==> config.mk <==
export PLATFORM = sky130hd
export DESIGN_NAME = uart_frame_responder_flat
export DESIGN_NICKNAME = d
export VERILOG_FILES = /design/src/rtl/uart_frame_responder_if.sv /design/src/rtl/uart_frame_responder.sv /design/src/flat_wrapper.sv
export SDC_FILE = /design/constraint.sdc
export NUM_CORES = 1
export LEC_CHECK = 0
export CAP_MARGIN = 25
export CORE_MARGIN = 5
export CORE_UTILIZATION = 40
export DETAILED_ROUTE_END_ITERATION = 16
export GPL_ROUTABILITY_DRIVEN = 1
export HOLD_SLACK_MARGIN = 0.03
export MAX_ROUTING_LAYER = met4
export SLEW_MARGIN = 5
export SYNTH_ARGS = -nofsm -noshare
export SYNTH_HDL_FRONTEND = slang
export SYNTH_SLANG_ARGS = --single-unit
==> constraint.sdc <==
create_clock -name iCLOCK -period 2.9 [get_ports iCLOCK]
set_input_delay 0.29 -clock iCLOCK [delete_from_list [all_inputs] [get_ports iCLOCK]]
set_output_delay 0.29 -clock iCLOCK [all_outputs]
set_load 0.005 [all_outputs]
==> src/rtl/uart_frame_responder_if.sv <==
// Frame handshake and UART return-line signals for uart_frame_responder.
// The master side presents completed frames; the slave side transmits them.
interface uart_frame_responder_if #(
    parameter int BYTES = 8
);
    logic               iFDONE;
    logic [BYTES*8-1:0] iFDATA;
    logic               oTX;
    logic               oBUSY;
    logic               oDONE;
    logic               oDROP;

    modport master (
        output iFDONE, iFDATA,
        input  oTX, oBUSY, oDONE, oDROP
    );

    modport slave (
        input  iFDONE, iFDATA,
        output oTX, oBUSY, oDONE, oDROP
    );
endinterface

==> src/rtl/uart_frame_responder.sv <==
// Captures a received frame and sends it back to the host as 8N1 bytes, LSB byte first.
// Define UART_RESP_CHKSUM_EN to append an XOR checksum byte after the frame.
module uart_frame_responder #(
    parameter int SCYCLE   = 50000000,
    parameter int BAUDRATE = 115200,
    parameter int BYTES    = 8,
    parameter int STOPBITS = 1
) (
    input logic iCLOCK,
    input logic iRESET,
    uart_frame_responder_if.slave bus
);
    localparam int CLKS_PER_BIT = SCYCLE / BAUDRATE;
`ifdef UART_RESP_CHKSUM_EN
    localparam int NBYTES = BYTES + 1;
`else
    localparam int NBYTES = BYTES;
`endif
    localparam int BAUD_W = (CLKS_PER_BIT > 1) ? $clog2(CLKS_PER_BIT) : 1;
    localparam int BIDX_W = $clog2(NBYTES + 1);

    typedef enum logic [1:0] {S_IDLE, S_START, S_DATA, S_STOP} state_t;

    state_t             state_q, state_d;
    logic               tx_q, tx_d;
    logic               busy_q, busy_d;
    logic               done_q, done_d;
    logic               drop_q, drop_d;
    logic [BAUD_W-1:0]  baud_q, baud_d;
    logic [2:0]         bit_q, bit_d;
    logic [BIDX_W-1:0]  byte_q, byte_d;
    logic [BYTES*8-1:0] frame_q, frame_d;
    logic [7:0]         cur_byte;
    logic               baud_last, last_byte, last_stop;

`ifdef UART_RESP_CHKSUM_EN
    logic [7:0] chk_q, chk_d;
    logic [7:0] fdata_xor;

    always_comb begin
        fdata_xor = '0;
        for (int k = 0; k < BYTES; k++) fdata_xor = fdata_xor ^ bus.iFDATA[k*8 +: 8];
    end
`endif

    always_comb begin
        cur_byte = '0;
        for (int k = 0; k < BYTES; k++)
            if (byte_q == BIDX_W'(k)) cur_byte = frame_q[k*8 +: 8];
`ifdef UART_RESP_CHKSUM_EN
        if (byte_q == BIDX_W'(BYTES)) cur_byte = chk_q;
`endif
    end

    assign baud_last = (baud_q == BAUD_W'(CLKS_PER_BIT - 1));
    assign last_byte = (byte_q == BIDX_W'(NBYTES - 1));
    // bit_q doubles as the stop-bit counter while in STOP
    assign last_stop = (bit_q == 3'(STOPBITS - 1));

    always_comb begin
        state_d = state_q;
        tx_d    = tx_q;
        busy_d  = busy_q;
        done_d  = 1'b0;
        drop_d  = bus.iFDONE && (state_q != S_IDLE);
        baud_d  = baud_q;
        bit_d   = bit_q;
        byte_d  = byte_q;
        frame_d = frame_q;
`ifdef UART_RESP_CHKSUM_EN
        chk_d   = chk_q;
`endif
        case (state_q)
            S_IDLE: begin
                tx_d   = 1'b1;
                busy_d = 1'b0;
                if (bus.iFDONE) begin
                    frame_d = bus.iFDATA;
`ifdef UART_RESP_CHKSUM_EN
                    chk_d   = fdata_xor;
`endif
                    byte_d  = '0;
                    baud_d  = '0;
                    bit_d   = '0;
                    state_d = S_START;
                    tx_d    = 1'b0;
                    busy_d  = 1'b1;
                end
            end
            S_START: begin
                if (baud_last) begin
                    baud_d  = '0;
                    bit_d   = '0;
                    state_d = S_DATA;
                    tx_d    = cur_byte[0];
                end else begin
                    baud_d = baud_q + BAUD_W'(1);
                end
            end
            S_DATA: begin
                if (baud_last) begin
                    baud_d = '0;
                    if (bit_q == 3'd7) begin
                        bit_d   = '0;
                        state_d = S_STOP;
                        tx_d    = 1'b1;
                    end else begin
                        bit_d = bit_q + 3'd1;
                        tx_d  = cur_byte[bit_q + 3'd1];
                    end
                end else begin
                    baud_d = baud_q + BAUD_W'(1);
                end
            end
            S_STOP: begin
                if (baud_last) begin
                    baud_d = '0;
                    if (last_stop) begin
                        bit_d = '0;
                        if (last_byte) begin
                            state_d = S_IDLE;
                            busy_d  = 1'b0;
                            done_d  = 1'b1;
                            tx_d    = 1'b1;
                        end else begin
                            byte_d  = byte_q + BIDX_W'(1);
                            state_d = S_START;
                            tx_d    = 1'b0;
                        end
                    end else begin
                        bit_d = bit_q + 3'd1;
                    end
                end else begin
                    baud_d = baud_q + BAUD_W'(1);
                end
            end
            default: state_d = S_IDLE;
        endcase
    end

    always_ff @(posedge iCLOCK) begin
        if (iRESET) begin
            state_q <= S_IDLE;
            tx_q    <= 1'b1;
            busy_q  <= 1'b0;
            done_q  <= 1'b0;
            drop_q  <= 1'b0;
            baud_q  <= '0;
            bit_q   <= '0;
            byte_q  <= '0;
            frame_q <= '0;
`ifdef UART_RESP_CHKSUM_EN
            chk_q   <= '0;
`endif
        end else begin
            state_q <= state_d;
            tx_q    <= tx_d;
            busy_q  <= busy_d;
            done_q  <= done_d;
            drop_q  <= drop_d;
            baud_q  <= baud_d;
            bit_q   <= bit_d;
            byte_q  <= byte_d;
            frame_q <= frame_d;
`ifdef UART_RESP_CHKSUM_EN
            chk_q   <= chk_d;
`endif
        end
    end

    assign bus.oTX   = tx_q;
    assign bus.oBUSY = busy_q;
    assign bus.oDONE = done_q;
    assign bus.oDROP = drop_q;
endmodule

==> src/flat_wrapper.sv <==
// flat-port wrapper written by rule: the top's interface ports become plain ports
module uart_frame_responder_flat 
#(
    parameter int SCYCLE   = 50000000,
    parameter int BAUDRATE = 115200,
    parameter int BYTES    = 8,
    parameter int STOPBITS = 1
)
  (iCLOCK, iRESET, bus_iFDONE, bus_iFDATA, bus_oTX, bus_oBUSY, bus_oDONE, bus_oDROP);
  uart_frame_responder_if #(.BYTES(BYTES)) bus_i ();
  input logic iCLOCK;
  input logic iRESET;
  input wire logic [$bits(bus_i.iFDONE)-1:0] bus_iFDONE;
  input wire logic [$bits(bus_i.iFDATA)-1:0] bus_iFDATA;
  output wire logic [$bits(bus_i.oTX)-1:0] bus_oTX;
  output wire logic [$bits(bus_i.oBUSY)-1:0] bus_oBUSY;
  output wire logic [$bits(bus_i.oDONE)-1:0] bus_oDONE;
  output wire logic [$bits(bus_i.oDROP)-1:0] bus_oDROP;
  assign bus_i.iFDONE = bus_iFDONE;
  assign bus_i.iFDATA = bus_iFDATA;
  assign bus_oTX = bus_i.oTX;
  assign bus_oBUSY = bus_i.oBUSY;
  assign bus_oDONE = bus_i.oDONE;
  assign bus_oDROP = bus_i.oDROP;
  uart_frame_responder #(.SCYCLE(SCYCLE), .BAUDRATE(BAUDRATE), .BYTES(BYTES), .STOPBITS(STOPBITS)) u_core (.iCLOCK(iCLOCK), .iRESET(iRESET), .bus(bus_i));
endmodule
==> impl_metrics.py <==
metrics = {
    "global_route": {
        "grt_pass1_vias": 3853,
        "overflow": 0,
        "grt_pass1_wl_um": 19200,
        "antenna_found_initial": 0,
        "grt_usage": 0.190,
        "grt_start_max_net_pins": 53,
    },
    "logic_synthesis": {
        "synth_edf_count": 0,
        "syn-instance-count": 563,
        "synth_nets": 643,
        "syn-cell-area_um2": 4210,
        "synth_seq_cells": 86,
        "yosysSeqAreaShare": 0.409,
        "synth_area_per_cell_um2": 7.48,
        "synth_flop_cell": "dfxtp_1",
        "yosysUniqueCellTypes": 52,
        "ys_async_sr_fraction": 0,
        "yosys_warnings": 0,
    },
    "hold_path": {
        "whs_path_depth": 2,
        "holdPathEnd": "u_core.frame_q[18]",
        "hold_start": "u_core.frame_q[18]",
        "holdCritPathClass": "reg -> reg",
    },
    "clock_tree": {
        "cts_root_buf": "clkbuf_8",
        "cts_resized": 0,
        "cts_tree": "done",
        "h-tree-depth": 3,
        "clock_sinks": 86,
        "cts_hold_buf": 0,
        "clk_latency_ns": 0.36,
        "cts_buffers": 9,
        "cts_setup_buffers": 0,
        "cts.clk_slew.worst_paths_ns": 0.08,
        "clk_path_buf_depth": 2,
    },
    "cells_and_area": {
        "multi_input_area_um2": 2270,
        "mostFrequentLayoutCells": "147 x nand2_1, 91 x a21oi_1, 86 x dfxtp_1",
        "antenna_cells": 0,
        "drive_above_1_share": 0.0632,
        "layout.nets": 692,
        "final_common_cell": "nand2_1",
        "nFillCells": 1038,
        "area_growth_pct": 24.7,
        "seqCellArea_um2": 1720,
    },
    "route": {
        "wl_per_cell_um": 15.4,
        "drt_iter0_drc": 217,
        "drc": 0,
        "vias": 3946,
        "ant_nets": 0,
        "wl_um": 11600,
        "vias_per_cell": 5.24,
        "dr.pass1.iters": 4,
    },
    "sta": {
        "finalCritPeriodShare": 0.888,
        "finalSetupViolCount": 0,
        "slew_headroom": 0.500,
        "finalSetupTns_ns": 0,
        "finalClockSkew_ns": 0.0120,
        "tightestPinTransition_ns": 0.750,
        "maxClockFrequency_ghz": 0.388,
        "rsz0062_at_grt": "no",
        "slew_violations": 0,
        "finalCriticalPeriod_ns": 2.58,
        "hold_ws_ns": 0.458,
        "hold_violations": 0,
    },
    "job": {
        "maxCapViolCount": 0,
    },
    "floorplanning": {
        "die_w_um": 113,
        "die-area_um2": 12700,
        "coreArea_um2": 10300,
        "io_pins": 71,
        "num_rows": 37,
        "fp.dieH_um": 113,
        "initial_core_util": 0.410,
    },
    "worst_setup_path": {
        "crit_path_start_kind": "flip-flop",
        "reg2reg_slack_ns": 0.32,
        "cp_top_family": "simple AND/OR/NAND/NOR gates",
        "cp_slowest_cell": "ha_1",
        "reg2reg_depth": 8,
        "reg2reg_to": "u_core.bus.oTX",
        "crit_buf_inv": 0,
        "cp_max_fo": 20,
        "slowest_delay_ns": 0.59,
        "arrival_ns": 2.81,
        "crit_chain": "ha_1 -> nor2b_1 -> a221oi_1 -> nor2_1 -> o211ai_1 -> nand3b_1 -> nor3b_1 -> a32oi_1",
        "worstSetupPathType": "reg -> reg",
        "crit_required_ns": 3.14,
        "worstReg2RegStart": "u_core.byte_q[0]",
        "cp-end-kind": "flip-flop",
    },
    "placed_design": {
        "place.gp.congestion": 0.889,
        "numPortBuffers": 70,
        "hpwlAfterDp_um": 8600,
    },
    "power_and_ir_drop": {
        "irDropWorstVdd_v": 0.000405,
        "p_leak_nw": 1.89,
        "pwr_density_cell_nw_per_um2": 703,
        "p_total_mw": 3.69,
    },
    "status": {
        "status": "completed",
    },
}
-- per-layer routing --
layer | track usage | share of wire
met5 | - | 0
met4 | 0.0449 | 0.012
met3 | 0.0367 | 0.038
met2 | 0.294 | 0.46
met1 | 0.257 | 0.49
-- cells in the mapped netlist (all sizes together) (7+ instances only) --
master  number  share of area
a21oi       91           0.11
a221oi       8          0.017
buf         14          0.017
clkbuf      29          0.026
dfxtp       86           0.41
ha          13          0.039
inv         11         0.0098
nand2      150           0.14
nand2b      10          0.015
nand3       10          0.012
nor2        33          0.030
nor2b        9          0.013
o21ai       29          0.034
o22ai        7          0.010
-- final cells by class --
cell class / instances / area share
Timing Repair Buffer: 81 / 0.153
Clock buffer: 12 / 0.0315
Sequential cell: 86 / 0.328
Clock inverter: 4 / 0.0145
Multi-Input combinational cell: 423 / 0.433
Inverter: 11 / 0.00787
Tap cell: 136 / 0.0324
-- worst max-delay path by stage --
stage	slack, ns	endpoint	depth (start not counted)	startpoint
CTS	0.30	u_core.bus.oTX	8	u_core.byte_q[0]
global route	0.05	u_core.bus.oTX	8	u_core.byte_q[0]
finish	0.32	u_core.bus.oTX	8	u_core.byte_q[0]
global placement	0.44	u_core.bus.oTX	8	u_core.byte_q[0]
floorplan	0.81	u_core.bus.oTX	11	u_core.byte_q[0]
detailed placement	0.32	u_core.bus.oTX	8	u_core.byte_q[0]
-- worst register-to-register path: stages, from the launching register on --
cell and delay [ns]:
dfxtp_1 0.43, ha_1 0.59, nor2b_1 0.28, a221oi_1 0.42, nor2_1 0.08, o211ai_1 0.19
nand3b_1 0.13, nor3b_1 0.23, a32oi_1 0.12
-- sequential cells by signal, indices dropped and copies added (netlist names) --
| name | cells |
|---|---|
| u_core.byte_q | 4 |
| u_core.bus.oDONE | 1 |
| u_core.state_q | 2 |
| u_core.bus.oDROP | 1 |
| u_core.baud_q | 9 |
| u_core.bus.oTX | 1 |
| u_core.bit_q | 3 |
| u_core.frame_q | 64 |
| u_core.bus.oBUSY | 1 |
-- cells by family (layout without fill, tap and decap cells) --
family,count (synthesis),after routing,synth area share
flip-flops,86,86,0.409
XOR/XNOR,1,1,0.00208
adder cells (fa/ha/maj),13,13,0.0386
buffers and inverters,54,108,0.0526
AO/OA/AOI/OAI,171,171,0.248
AND/OR/NAND/NOR,237,237,0.248
multiplexers,1,1,0.00238
-- metrics by stage --
step                utilization  cell area [um2]  setup slack, ns  std cells
finish                    0.511             5250            0.323        753
global route              0.511             5250           0.0455        753
CTS                       0.511             5250            0.304        753
detailed placement        0.487             5010            0.321        737
global placement          0.487             5010            0.437        737
floorplan                     -             4210            0.814        563
-- report_power, final --
group / total (mW) / switching [mW] / internal (mW)
registers: 1.54 / 0.160 / 1.38
logic: 1.16 / 0.696 / 0.467
clock network: 0.990 / 0.431 / 0.559
total: 3.69 / 1.29 / 2.40
Note: power is estimated with default switching activity, not from simulation.
